[config.mk]
export PLATFORM = sky130hd
export DESIGN_NAME = vga_stream_out
export DESIGN_NICKNAME = d
export VERILOG_FILES = /design/src/rtl/vga_stream_out.sv
export SDC_FILE = /design/constraint.sdc
export NUM_CORES = 1
export LEC_CHECK = 0
export BUFFER_PORTS_ARGS = -buffer_cell sky130_fd_sc_hd__buf_2
export CAP_MARGIN = 20
export CORE_MARGIN = 4
export CORE_UTILIZATION = 35
export DETAILED_ROUTE_END_ITERATION = 8
export GPL_ROUTABILITY_DRIVEN = 0
export HOLD_SLACK_MARGIN = 0.05
export PLACE_DENSITY = 0.66
export SYNTH_ARGS = -nofsm -noshare
export SYNTH_HDL_FRONTEND = slang
export SYNTH_SLANG_ARGS = --single-unit
[constraint.sdc]
create_clock -name aclk -period 4.8 [get_ports aclk]
set_input_delay 0.24 -clock aclk [delete_from_list [all_inputs] [get_ports aclk]]
set_output_delay 0.24 -clock aclk [all_outputs]
set_load 0.01 [all_outputs]
[src/rtl/vga_stream_out.sv]
// VGA raster generator fed by an AXI-Stream pixel source, with frame lock/resync tracking.
// Optional underflow counter port is enabled by defining VGA_UNDERFLOW_CNT_EN.
module vga_stream_out #(
  parameter int COLOR_W = 4,
  parameter int CNT_W   = 16
) (
  input  logic                 aclk,
  input  logic                 aresetn,
  input  logic                 pix_tvalid,
  output logic                 pix_tready,
  input  logic [3*COLOR_W-1:0] pix_tdata,
  input  logic                 pix_tuser,
  input  logic                 pix_tlast,
  input  logic                 init,
  input  logic [CNT_W-1:0]     H_RES,
  input  logic [CNT_W-1:0]     H_FRONT_PORCH,
  input  logic [CNT_W-1:0]     H_SYNC_PULSE,
  input  logic [CNT_W-1:0]     H_BACK_PORCH,
  input  logic [CNT_W-1:0]     V_RES,
  input  logic [CNT_W-1:0]     V_FRONT_PORCH,
  input  logic [CNT_W-1:0]     V_SYNC_PULSE,
  input  logic [CNT_W-1:0]     V_BACK_PORCH,
  input  logic                 H_POL,
  input  logic                 V_POL,
  output logic                 vga_hsync,
  output logic                 vga_vsync,
  output logic                 vga_de,
  output logic [COLOR_W-1:0]   vga_r,
  output logic [COLOR_W-1:0]   vga_g,
  output logic [COLOR_W-1:0]   vga_b,
  output logic                 sof,
  output logic                 locked,
  output logic                 resync_err
`ifdef VGA_UNDERFLOW_CNT_EN
  , output logic [CNT_W-1:0]   underflow_cnt
`endif
);

  typedef enum logic [1:0] {S_SYNC, S_BP, S_ACT, S_FP} phase_t;

  function automatic logic [CNT_W-1:0] m1(input logic [CNT_W-1:0] x);
    return (x == '0) ? '0 : x - 1'b1;
  endfunction

  logic unused_tlast;
  assign unused_tlast = pix_tlast;

  // Shadow lengths stored as (field-1), indexed by phase_t
  logic [3:0][CNT_W-1:0] h_port, v_port, h_len, v_len;
  logic                  h_pol, v_pol;
  logic                  cap;

  assign cap    = !aresetn || init;
  assign h_port = {m1(H_FRONT_PORCH), m1(H_RES), m1(H_BACK_PORCH), m1(H_SYNC_PULSE)};
  assign v_port = {m1(V_FRONT_PORCH), m1(V_RES), m1(V_BACK_PORCH), m1(V_SYNC_PULSE)};

  always_ff @(posedge aclk) begin
    if (cap) begin
      h_len <= h_port;
      v_len <= v_port;
      h_pol <= H_POL;
      v_pol <= V_POL;
    end
  end

  phase_t           h_state, h_nxt, v_state, v_nxt;
  logic [CNT_W-1:0] hcnt, hcnt_nxt, vcnt, vcnt_nxt;
  logic             line_end;

  assign line_end = (h_state == S_FP) && (hcnt == '0);

  always_ff @(posedge aclk) begin
    h_state <= h_nxt;
    hcnt    <= hcnt_nxt;
    v_state <= v_nxt;
    vcnt    <= vcnt_nxt;
  end

  always_comb begin
    h_nxt    = h_state;
    hcnt_nxt = hcnt;
    v_nxt    = v_state;
    vcnt_nxt = vcnt;
    if (cap) begin
      h_nxt    = S_SYNC;
      hcnt_nxt = h_port[S_SYNC];
      v_nxt    = S_SYNC;
      vcnt_nxt = v_port[S_SYNC];
    end else begin
      if (hcnt == '0) begin
        h_nxt    = phase_t'(h_state + 2'd1);
        hcnt_nxt = h_len[h_nxt];
      end else begin
        hcnt_nxt = hcnt - 1'b1;
      end
      if (line_end) begin
        if (vcnt == '0) begin
          v_nxt    = phase_t'(v_state + 2'd1);
          vcnt_nxt = v_len[v_nxt];
        end else begin
          vcnt_nxt = vcnt - 1'b1;
        end
      end
    end
  end

  // Raster decode of the current cycle
  logic active, first_act, frame_start;
  assign active      = (h_state == S_ACT) && (v_state == S_ACT);
  assign first_act   = active && (hcnt == h_len[S_ACT]) && (vcnt == v_len[S_ACT]);
  assign frame_start = (h_state == S_SYNC) && (hcnt == h_len[S_SYNC]) &&
                       (v_state == S_SYNC) && (vcnt == v_len[S_SYNC]);

  // A misaligned tuser beat is already consumed, so it is parked here as the next-frame candidate
  logic                 cand_vld;
  logic [3*COLOR_W-1:0] cand_data;
  logic                 hold_bus, lock_now, take, show, err_user, err_first, resync, underflow;
  logic [3*COLOR_W-1:0] pix;

  assign hold_bus = pix_tvalid && pix_tuser;
  assign lock_now = !locked && first_act && (cand_vld || hold_bus);

  always_comb begin
    pix_tready = 1'b1;
    if (cap)           pix_tready = 1'b0;
    else if (locked)   pix_tready = active;
    else if (cand_vld) pix_tready = 1'b0;
    else if (hold_bus) pix_tready = first_act;
  end

  assign take      = pix_tvalid && pix_tready;
  assign show      = active && ((locked && pix_tvalid) || lock_now);
  assign pix       = cand_vld ? cand_data : pix_tdata;
  assign err_user  = locked && take && pix_tuser && !first_act;
  assign err_first = locked && first_act && pix_tvalid && !pix_tuser;
  assign resync    = err_user || err_first;
  assign underflow = active && locked && !pix_tvalid;

  always_ff @(posedge aclk) begin
    if (cap) begin
      locked   <= 1'b0;
      cand_vld <= 1'b0;
    end else begin
      locked <= locked ? !resync : lock_now;
      if (lock_now) begin
        cand_vld <= 1'b0;
      end else if (err_user) begin
        cand_vld  <= 1'b1;
        cand_data <= pix_tdata;
      end
    end
  end

  always_ff @(posedge aclk) begin
    if (!aresetn) begin
      vga_hsync  <= !H_POL;
      vga_vsync  <= !V_POL;
      vga_de     <= 1'b0;
      vga_r      <= '0;
      vga_g      <= '0;
      vga_b      <= '0;
      sof        <= 1'b0;
      resync_err <= 1'b0;
    end else begin
      vga_hsync  <= (h_state == S_SYNC) ? h_pol : !h_pol;
      vga_vsync  <= (v_state == S_SYNC) ? v_pol : !v_pol;
      vga_de     <= active;
      vga_r      <= show ? pix[COLOR_W-1:0]           : '0;
      vga_g      <= show ? pix[2*COLOR_W-1:COLOR_W]   : '0;
      vga_b      <= show ? pix[3*COLOR_W-1:2*COLOR_W] : '0;
      sof        <= frame_start;
      resync_err <= !init && resync;
    end
  end

`ifdef VGA_UNDERFLOW_CNT_EN
  always_ff @(posedge aclk) begin
    if (cap)                                underflow_cnt <= '0;
    else if (underflow && ~&underflow_cnt) underflow_cnt <= underflow_cnt + 1'b1;
  end
`else
  logic unused_underflow;
  assign unused_underflow = underflow;
`endif

endmodule

# After elaboration in Yosys (flattened, before gate mapping)
# Cells that the tools add are included.
# totals
ff_bits	197
wordCells	120
output_inout_bits	19
input_bits	148
# classes
bitwise	2
reduce_logical	51
eq_ne	7
n_lt_le_gt_ge	2
addsub	12
muxes	21
# op_table
cell	count
$logic_not 16->1	10
$sub 16x1->16 const B	10
$mux 16	9
$bmux 16 s2	2
$eq 16x16->1	4
$logic_and 1x1->1	20
$mux 12	1
$logic_not 1->1	10
$mux 1	9
$eq 2x2->1 const B	3
$lt 2x3->1 const B	2
$add 2x1->2 const B	2
$logic_not 2->1	2
$logic_or 1x1->1	4
$reduce_and 2->1	2
$reduce_and 3->1	1
$not 1->1	2
$reduce_bool 2->1	1
$reduce_or 2->1	1

# Longest topological paths before layout
# Gate-level depths: netlist (run 1).
# logic_depth
word_depth	15
mapped_depth	11

# Worst setup path before layout (run 1)
# OpenSTA, ideal clock, no wires.
# synth_path
path_type	input-to-output
start	in aresetn
end	out pix_tready
arrival_time_ns	4.801
stages	5
setup_slack_ns	-0.241
cell_sequence	nor2b_1 inv_1 clkbuf_1 buf_1 a21oi_1
# synth_between
elab_chain_len	3
# synth_lines
element	line	source
start, declared	8	input logic aresetn,
$logic_not 1->1	n/a	
$logic_or 1x1->1	53	assign cap = !aresetn || init;
named net cap	51	logic cap;
$mux 1	125	if (cap) pix_tready = 1'b0;
end, declared	10	output logic pix_tready,
# The timed path passes the listed nets, and every way through them passes these cells.

# Worst setup path after layout (run 1)
# layout_path
start	reg h_state[0]
end	out pix_tready
# layout_between
elab_chain_len	8
# layout_lines
element	line	source
start, declared	66	phase_t h_state, h_nxt, v_state, v_nxt;
start signal, assigned	73	h_state <= h_nxt;
$eq 2x2->1 *	109	assign active = (h_state == S_ACT) && (v_state == S_ACT);
$logic_and 1x1->1 *	109	
$logic_and 1x1->1 (2 in a row)	110	assign first_act = active && (hcnt == h_len[S_ACT]) && (vcnt == v_len[S_ACT]);
$mux 1	128	else if (hold_bus) pix_tready = first_act;
$mux 1	127	else if (cand_vld) pix_tready = 1'b0;
$mux 1 *	126	else if (locked) pix_tready = active;
$mux 1 *	125	
# Every way passes the cells marked *; elsewhere a longest branch is shown, timed or not.

==> run summary, run 1 <==
The number of ports placed on the die boundary is ~170. The detailed placement HPWL came out at approximately 23000 µm. The number of gates resized after cts came out at 0. The tree is rooted in a clkbuf_16. The number of sinks on the clock net came out at 197. Walking the worst path, the cells encountered are buf_4, inv_1, ha_1, nand2_1, nand4bb_1, nor4_1, nand4_1, a311o_1, a21oi_1, buf_2.

The clock period minus worst slack came out at 3230 ps. For this run, the top clock speed supported by timing is about 310 MHz. TritonCTS built the clock tree. The number of distinct library cells after synthesis came out at 58.

The post-synthesis instance total came out at 1095. The floorplan step defined a die boundary enclosing 35800 µm². Setup repair after global routing left no endpoint under its margin. The number of warnings issued by yosys came out at 0. Prior to clock tree synthesis, the placed netlist has a worst setup slack of 1880 ps. The internal power of the cells is around 3 mW. The worst path meets setup with 1570 ps of slack. The final-report max-slew violation count is 0.

The share of power burned in registers is around half. The post-CTS clock slew at the launch and capture registers of the worst setup and hold paths is 70 ps. The die is 189 µm tall. The initial standard-cell utilization of the core came out at a little over a third.

The clock network latency to the later pin of the worst-skew pair came out at 440 ps. The startpoint class of the critical path is a register. The detailed-router iteration count before antenna repair is 5. The overall routing resource usage came out at approximately 17%. The required time reported for the critical path endpoint came out at 4560 ps.

The worst setup path is captured at an output pin. The mean number of vias per cell came out at 5.27. By area the synthesized netlist is led by edfxtp_1, xnor2_1, dfxtp_1, mux4_2, nor2_1. The cell area after synthesis is 11500 µm².

The combinational power share came out at a little over an eighth. The post-synthesis average cell area came out at around 11 µm². The share of synthesized area occupied by flip-flops and latches came out at 48.0%. The final hold slack came out at 106 ps.

Setup violations remaining at the end of the flow were counted as 0. The largest net degree at the start of global routing came out at 106. The DRC marker count from the first detailed-route iteration came out at 737.

The number of failing hold endpoints at the final stage was 0. The tool flagged a number of max-cap violations equal to 0. The worst slew margin relative to its limit came out at a little over a fifth. The number of synthesized flops with an enable pin is approximately 160. After synthesis, the share of flip-flops with an asynchronous set or reset is 0%. The register bit total from synthesis came out at 197. The leakage power is 4.87 nW. Between clock sinks in the finished design, the worst skew comes to around 14 ps. In this run the tool buffered the top-level ports with 165 buffer cells. The via count of the first global-routing pass is 8565. The run finished with clean final reports. The first-pass GRT wire length is approximately 47000 µm.

For this run, the slowest stage of the critical path takes 430 ps. The overflow left after global routing is 0. For this run, the post-layout net count is 1414. The initial antenna violation count is 0. The actual slew at the worst max-slew pin came out at around 1200 ps.

The number of routed nets with antenna violations is 0. In this run the standard cell core region covers 32500 µm². The net switching share of the total power is a little over a quarter. The worst path arrival time is 2990 ps. The total negative slack came out at 0 ps. The TritonCTS buffer count came out at 17. The post-route fraction of the period consumed by the critical path came out at roughly two thirds. The count of inserted antenna diode cells is 0. The largest total area in the synthesized netlist belongs to edfxtp_1. Counting every net in the synthesized netlist gives 1259. In the synthesized netlist the dominant register cell turns out to be edfxtp_1.

The detailed-route via count is 8984. After clock tree synthesis, the setup repair step added 0 buffers. The worst setup path is of the register to output pin kind. In this run the power density over the cells is between 300 and 400 nW/µm². The clock network accounts for a little over a third of the total power. Fill cells in the final layout number just over 3000.

The DRC violation count after routing came out at 0. The worst-case IR drop observed on VDD is 254 µV. The routed wire length is about 30000 µm. The average detailed-routed wire length per instance is ~18 µm. The longest clock path from root to sink contains 2 buffers.

The power spent charging and discharging nets came out at 1.15 mW. The synthesized design devotes to its leading area cell type approximately two fifths of total area. CTS built an H-tree with a depth of 4. The horizontal die dimension is 189 µm. The worst min-delay path category is input pin to register. The site row count came out at 66. The area growth from synthesis to layout is 17.4%. The worst-path maximum fanout came out at 18. For this design, the slowest cell found on the critical path is a311o_1. The proportion of layout cells with a drive suffix above 1 is roughly 22%.
cell usage after synthesis (2+ instances only):
cell / count
edfxtp_1: 158
nor2_1: 151
xnor2_1: 107
nand2_1: 77
nor3_1: 68
o21ai_0: 48
xor2_1: 41
dfxtp_1: 39
clkbuf_1: 35
inv_1: 34
mux4_2: 32
a21oi_1: 30
nor4_1: 23
nand3_1: 19
mux2i_1: 17
nand4_1: 17
or3_1: 17
ha_1: 16
nand2b_1: 16
or4_1: 16
a21o_1: 14
o31ai_1: 13
mux2_2: 12
a211oi_1: 10
nor2b_1: 9
buf_1: 8
buf_2: 7
and3_1: 6
nand3b_1: 5
or4_4: 5
or4b_2: 5
o2111ai_1: 4
o211ai_1: 4
nor3b_1: 3
a311oi_1: 2
nand4bb_1: 2
nor3_2: 2
nor3b_2: 2
or2_2: 2
stage by stage:
stage                     area (µm²)  util (%)  instances  power [mW]
after CTS                      13500      41.6       1705        4.24
after global routing           13500      41.6       1705        4.40
after global placement         12700      39.3       1658        2.74
final                          13500      41.6       1705        4.22
after detailed placement       12800      39.3       1659        2.75
after floorplan                11500         -       1095        2.49
flip-flops by register name (all words and copies together) (netlist names):
name and cells:
vga_r 4, h_len 64, cand_vld 1, hcnt 16, vga_b 4, cand_data 12
h_state 2, v_pol 1, h_pol 1, vga_de 1, vga_g 4, resync_err 1
vga_hsync 1, locked 1, sof 1, vcnt 16, v_state 2, vga_vsync 1
v_len 64
power by group through the flow:
| stage | Sequential, mW | Combinational (mW) | Clock [mW] |
|---|---|---|---|
| 2_1_floorplan | 2.11 | 0.380 | 0 |
| 3_3_place_gp | 2.19 | 0.545 | 0 |
| 3_5_place_dp | 2.20 | 0.554 | 0 |
| 4_1_cts | 2.16 | 0.567 | 1.52 |
| 5_1_grt | 2.18 | 0.623 | 1.60 |
| 6_report | 2.16 | 0.568 | 1.49 |
worst max-delay path, delay by kind of cell (launching register included):
family | cells | cell delay (ps)
AO/OA/AOI/OAI | 2 | 560
adder cells (fa/ha/maj) | 1 | 230
buffers and inverters | 3 | 550
flip-flops | 1 | 300
AND/OR/NAND/NOR | 4 | 910
worst paths after layout:
check | cells past startpoint | slack, ps | startpoint | endpoint
worst max-delay path | 10 | 1570 | h_state[0] | pix_tready
worst min-delay path | 2 | 110 | aresetn | vga_vsync
worst max register to register | 7 | 1870 | vcnt[10] | vcnt[15]
worst min register to register | 2 | 500 | v_state[1] | v_state[1]
placed cells by master, fill, tap and decap left out, types with 6 or more instances in the layout:
cell / instances
inv_1: 33
buf_2: 165
nor2_1: 151
and3_1: 6
nor2b_1: 8
o31ai_1: 13
nand4_1: 17
clkbuf_16: 17
xnor2_1: 107
xor2_1: 41
edfxtp_1: 158
nand2_1: 77
mux2_2: 12
inv_6: 6
nor4_1: 23
nand2b_1: 16
or3_1: 17
o21ai_0: 47
nand3_1: 19
a211oi_1: 10
buf_4: 7
nor3_1: 68
or4_1: 16
a21oi_1: 30
mux2i_1: 17
ha_1: 16
dlygate4sd3_1: 14
mux4_2: 32
a21o_1: 14
dfxtp_1: 39
routing by layer:
metal  track usage [%]  vias up  routed length [µm]
li1                  -     4308                   -
met1              22.2     4277               13200
met2              27.2      349               14400
met3              3.36       50                2090
met4              5.31        0                 761
met5                 0        -                   0
what timing repair did:
item                       in CTS  in global routing
hold buffers                   14                  0
hold endpoints to repair       16                  0
setup endpoints to repair       0                  0
cell type report:
type	instances	area [µm²]	area share (%)
inverters	34	133	0.981
flip-flops and latches	197	5530	40.9
well taps	442	553	4.09
clock inverters	14	185	1.37
clock buffers	18	429	3.18
multi-input cells	813	5660	41.9
repair buffers	187	1030	7.62
cells by family (layout without fill, tap and decap cells):
logic type               after synthesis  in the layout  synth area share [%]
flip-flops                           197            197                  48.0
buffers and inverters                 85            253                  2.88
adder cells (fa/ha/maj)               16             16                  1.74
multiplexers                          61             61                  8.91
AO/OA/AOI/OAI                        134            134                  7.21
AND/OR/NAND/NOR                      454            454                  20.0
XOR/XNOR                             148            148                  11.3
Power figures use the tool's default switching activity.
==> run 2, diff against run 1 <==
Settings changed: ABC_AREA set to 1, PLACE_DENSITY 0.66 to 0.64.
Clock period 4.8 ns to 3.4 ns, I/O delays scaled along.
==> run summary, run 2 <==
The share of synthesized area spent on multiplexers was 1.13% (-7.8 points). The global-route met1 utilization came out at 26.8% (+4.6 points). The number of buffers between clock root and the deepest sink was 2 (unchanged).

The least setup slack across all paths after layout is 872 ps (-700 ps). The number of placed cells counting well taps is 2190 (+32%). The detailed-route via count is 11300 (+26%). The number of ports placed on the die boundary is 167 (unchanged). The total nets after synthesis came out at 1763 (+40%).

The commonest cells after synthesis are nand2_1, nor2_1, inv_1, edfxtp_1, o21ai_0. The number of synthesized flops with an enable pin is 158 (unchanged). The quantity of hold-fixing buffers added after cts came out at 28 (+14). The count of inserted antenna diode cells is 0 (unchanged). The proportion of layout cells with a drive suffix above 1 is 15.4% (-6.2 points). In this run the worst hold path is classified as input pin to register. The floorplan die area came out at 38400 µm² (+7.2%). The critical path goes through inv_1, ha_1, buf_4, inv_1, o21ai_0, o21ai_0, nor2_1, o31ai_1.

The initial standard-cell utilization of the core came to 35.7% (+0.19 points). The critical path endpoint category is a register. The final cell area excluding filler cells came to 14600 µm² (+7.7%). The detailed placement HPWL came to 28600 µm (+22%). The number of routed nets with antenna violations came out at 0 (unchanged). The clock period could shrink to between 2000 and 3000 ps.

In the synthesized netlist the dominant register cell turns out to be edfxtp_1. The post-layout net count is 1946 (+38%). The routed wire length came out at 36300 µm (+19%).

In the layout the commonest cells are nand2_1, nor2_1, inv_1. The post-CTS clock slew at the launch and capture registers of the worst setup and hold paths is 80 ps (about the same). The final clock skew is 17.1 ps (+3.11 ps). The xor/xnor cell area share of the yosys netlist came to 7.22% (-4.0 points).

The mean number of vias per cell was 5.04 (-4.4%). The overflow left after global routing came out at 0 (unchanged). The core area is 34700 µm² (+7.0%). The total negative slack came out at 0 ps (unchanged).

The initial antenna violation count came out at 1 (+1). The required time reported for the critical path endpoint was 3760 ps (-800 ps). The maximum vdd drop is 347 µV (+37%). The TritonCTS buffer count was 17 (unchanged). The highest cell delay on the worst timing path is 620 ps (+190 ps). Leaving out fill and tap cells, the most frequent cell in the layout is nand2_1.

The cell with the most instances after synthesis is nand2_1. met2 is the most crowded layer. The number of maximum-capacitance violations came out at 0 (unchanged).

CTS placed an instance of clkbuf_16 at the clock tree root. The area after detailed placement came out at 13700 µm² (+7.4%). The post-synthesis instance total is 1599 (+46%).

The met2 global-route usage is 28.0% (+0.84 points). The leakage power came out at 6.35 nW (+31%). The number of failing hold endpoints at the final stage came out at 0 (unchanged).

After synthesis, the cell types taking the most area are edfxtp_1, nand2_1, nor2_1, dfxtp_1, inv_1. The simple-gate share of the synthesized area came out at 25.8% (+5.8 points). The number of distinct library cells after synthesis is 52 (-10%).

The post-synthesis average cell area was 7.74 µm² (-26%). The met3 capacity usage during global routing was 3.14% (-0.21 points). The area growth from synthesis to layout came out at 17.6%. The register bit total from synthesis is 197 (unchanged). The post-CTS repair timing setup buffer count came out at 0 (unchanged). The overall routing resource usage came out at 18.4% (+1.8 points). The number of gates resized after cts is 0 (unchanged). TritonCTS built the clock tree. The final-report max-slew violation count came to 0 (unchanged). The cell type of the slowest stage on the worst timing path is inv_1. In the finished design, the share of the clock period the worst path needs comes to 74.3%. The y dimension of the die came out at 196 µm (+3.5%). The final number of setup-violating endpoints is 0 (unchanged). The share of synthesized area occupied by flip-flops and latches came out at 44.6% (-3.4 points). The worst setup slack after placement was 963 ps (-920 ps). The DRC violation count after routing came out at 0 (unchanged). The worst slew margin relative to its limit was 30.7% (+9.3 points). The detailed-router iteration count before antenna repair is 9 (+4). The H-tree depth reported by CTS is 4 (unchanged). The count of buffers from port buffering is 165 (unchanged).

The cell area after synthesis is 12400 µm² (+7.5%). The flow ran to the end, and the final reports show no timing, DRC or antenna violations. The clock network latency to the later pin of the worst-skew pair is 450 ps (about the same). Setup repair after global routing left no endpoint under its margin.

The horizontal die dimension came out at 196 µm (+3.5%). The post-synthesis async set-or-reset flop share came out at 0% (unchanged). The count of placed standard cells in the final layout, fillers left out came out at 2250 (+32%). The arithmetic-cell share of the synthesized area counting full adders, half adders and majority gates came out at 1.62% (-0.12 points). The worst setup path is launched from a register. The power density over cell area is 408 nW/µm² (+31%). The maximum clock rate is 396 MHz. The largest net degree at the start of global routing is 119 (+12%).

The final total power came out at 5.94 mW (+41%). edfxtp_1 takes more of the synthesized area than any other cell. The site row count came to 68 (+3.0%). The worst-path maximum fanout came out at 24 (+6). After synthesis, the largest family of logic cells by area is simple AND/OR/NAND/NOR gates. In the final layout, the registers with the most flip-flops are h_len x64, v_len x64. The worst path arrival time was 2880 ps (-110 ps). The proportion of netlist area held by the largest area contributor came to 38.3% (-2.9 points). The number of sinks on the clock net is 197 (unchanged). The via count of the first global-routing pass is 10600 (+24%). The critical path in this run is classified as register to register. The average detailed-routed wire length per instance came out at 16.1 µm (-9.4%). The DRC marker count from the first detailed-route iteration is 1065 (+45%). The complex-gate fraction of the synthesized area is 11.9% (+4.7 points).

The number of warnings issued by yosys came out at 0 (unchanged). The actual slew at the worst max-slew pin came out at 1040 ps (-134 ps). The first-pass GRT wire length came out at 55900 µm (+19%).
-- run 2: cell types whose count changed after synthesis, sizes merged, moves of 23 or more --
| cell | change |
|---|---|
| nor3 | -42 |
| inv | +166 |
| a21oi | +73 |
| nor2 | +128 |
| o21ai | +61 |
| xor2 | +23 |
| nand2 | +263 |
| xnor2 | -69 |
| mux4 | -32 |
| nand3 | +43 |
-- run 2: critical path: cells and delay by family, from the launching register on --
kind / cells / cell delay, ps
flip-flops: 1 / 320
adder cells (fa/ha/maj): 1 / 300
AO/OA/AOI/OAI: 3 / 640
AND/OR/NAND/NOR: 1 / 60
buffers and inverters: 3 / 1100
-- run 2: metal layers --
layer	routed length (µm)	part of all wire (%)
met1	16800	46
met2	15900	44
met3	2680	7.4
met4	886	2.4
met5	0	0
-- run 2: kinds of logic after synthesis --
logic type,count (synthesis)
AO/OA/AOI/OAI,269
AND/OR/NAND/NOR,758
multiplexers,14
buffers and inverters,243
adder cells (fa/ha/maj),16
flip-flops,197
XOR/XNOR,102
-- run 2: worst paths after layout --
check,slack (ps),startpoint,cells after the start,end
max reg2reg,870,h_state[0],8,hcnt[10]
max,870,h_state[0],8,hcnt[10]
min reg2reg,480,v_state[1],2,v_state[1]
min,70,H_FRONT_PORCH[15],3,h_len[63]
-- run 2: through the flow --
stage	util [%]	hold WS, ps
5_1_grt	41.9	76.0
3_3_place_gp	39.5	366
4_1_cts	41.9	51.4
2_1_floorplan	-	269
3_5_place_dp	39.5	371
6_report	41.9	72.2
-- run 2: layout make-up --
type / count / area [µm²]
Clock buffer: 18 / 429
Clock inverter: 14 / 144
Fill cell: 3500 / 20200
Inverter: 201 / 759
Multi-Input combinational cell: 1159 / 5910
Sequential cell: 197 / 5530
Tap cell: 455 / 569
Timing Repair Buffer: 206 / 1220
-- run 2: report_power, final --
group	leakage, nW	total [mW]	switching [mW]	internal, mW
Combinational	4.16	0.940	0.580	0.360
Clock	0.273	1.98	1.00	0.974
Sequential	1.92	3.02	0.184	2.84
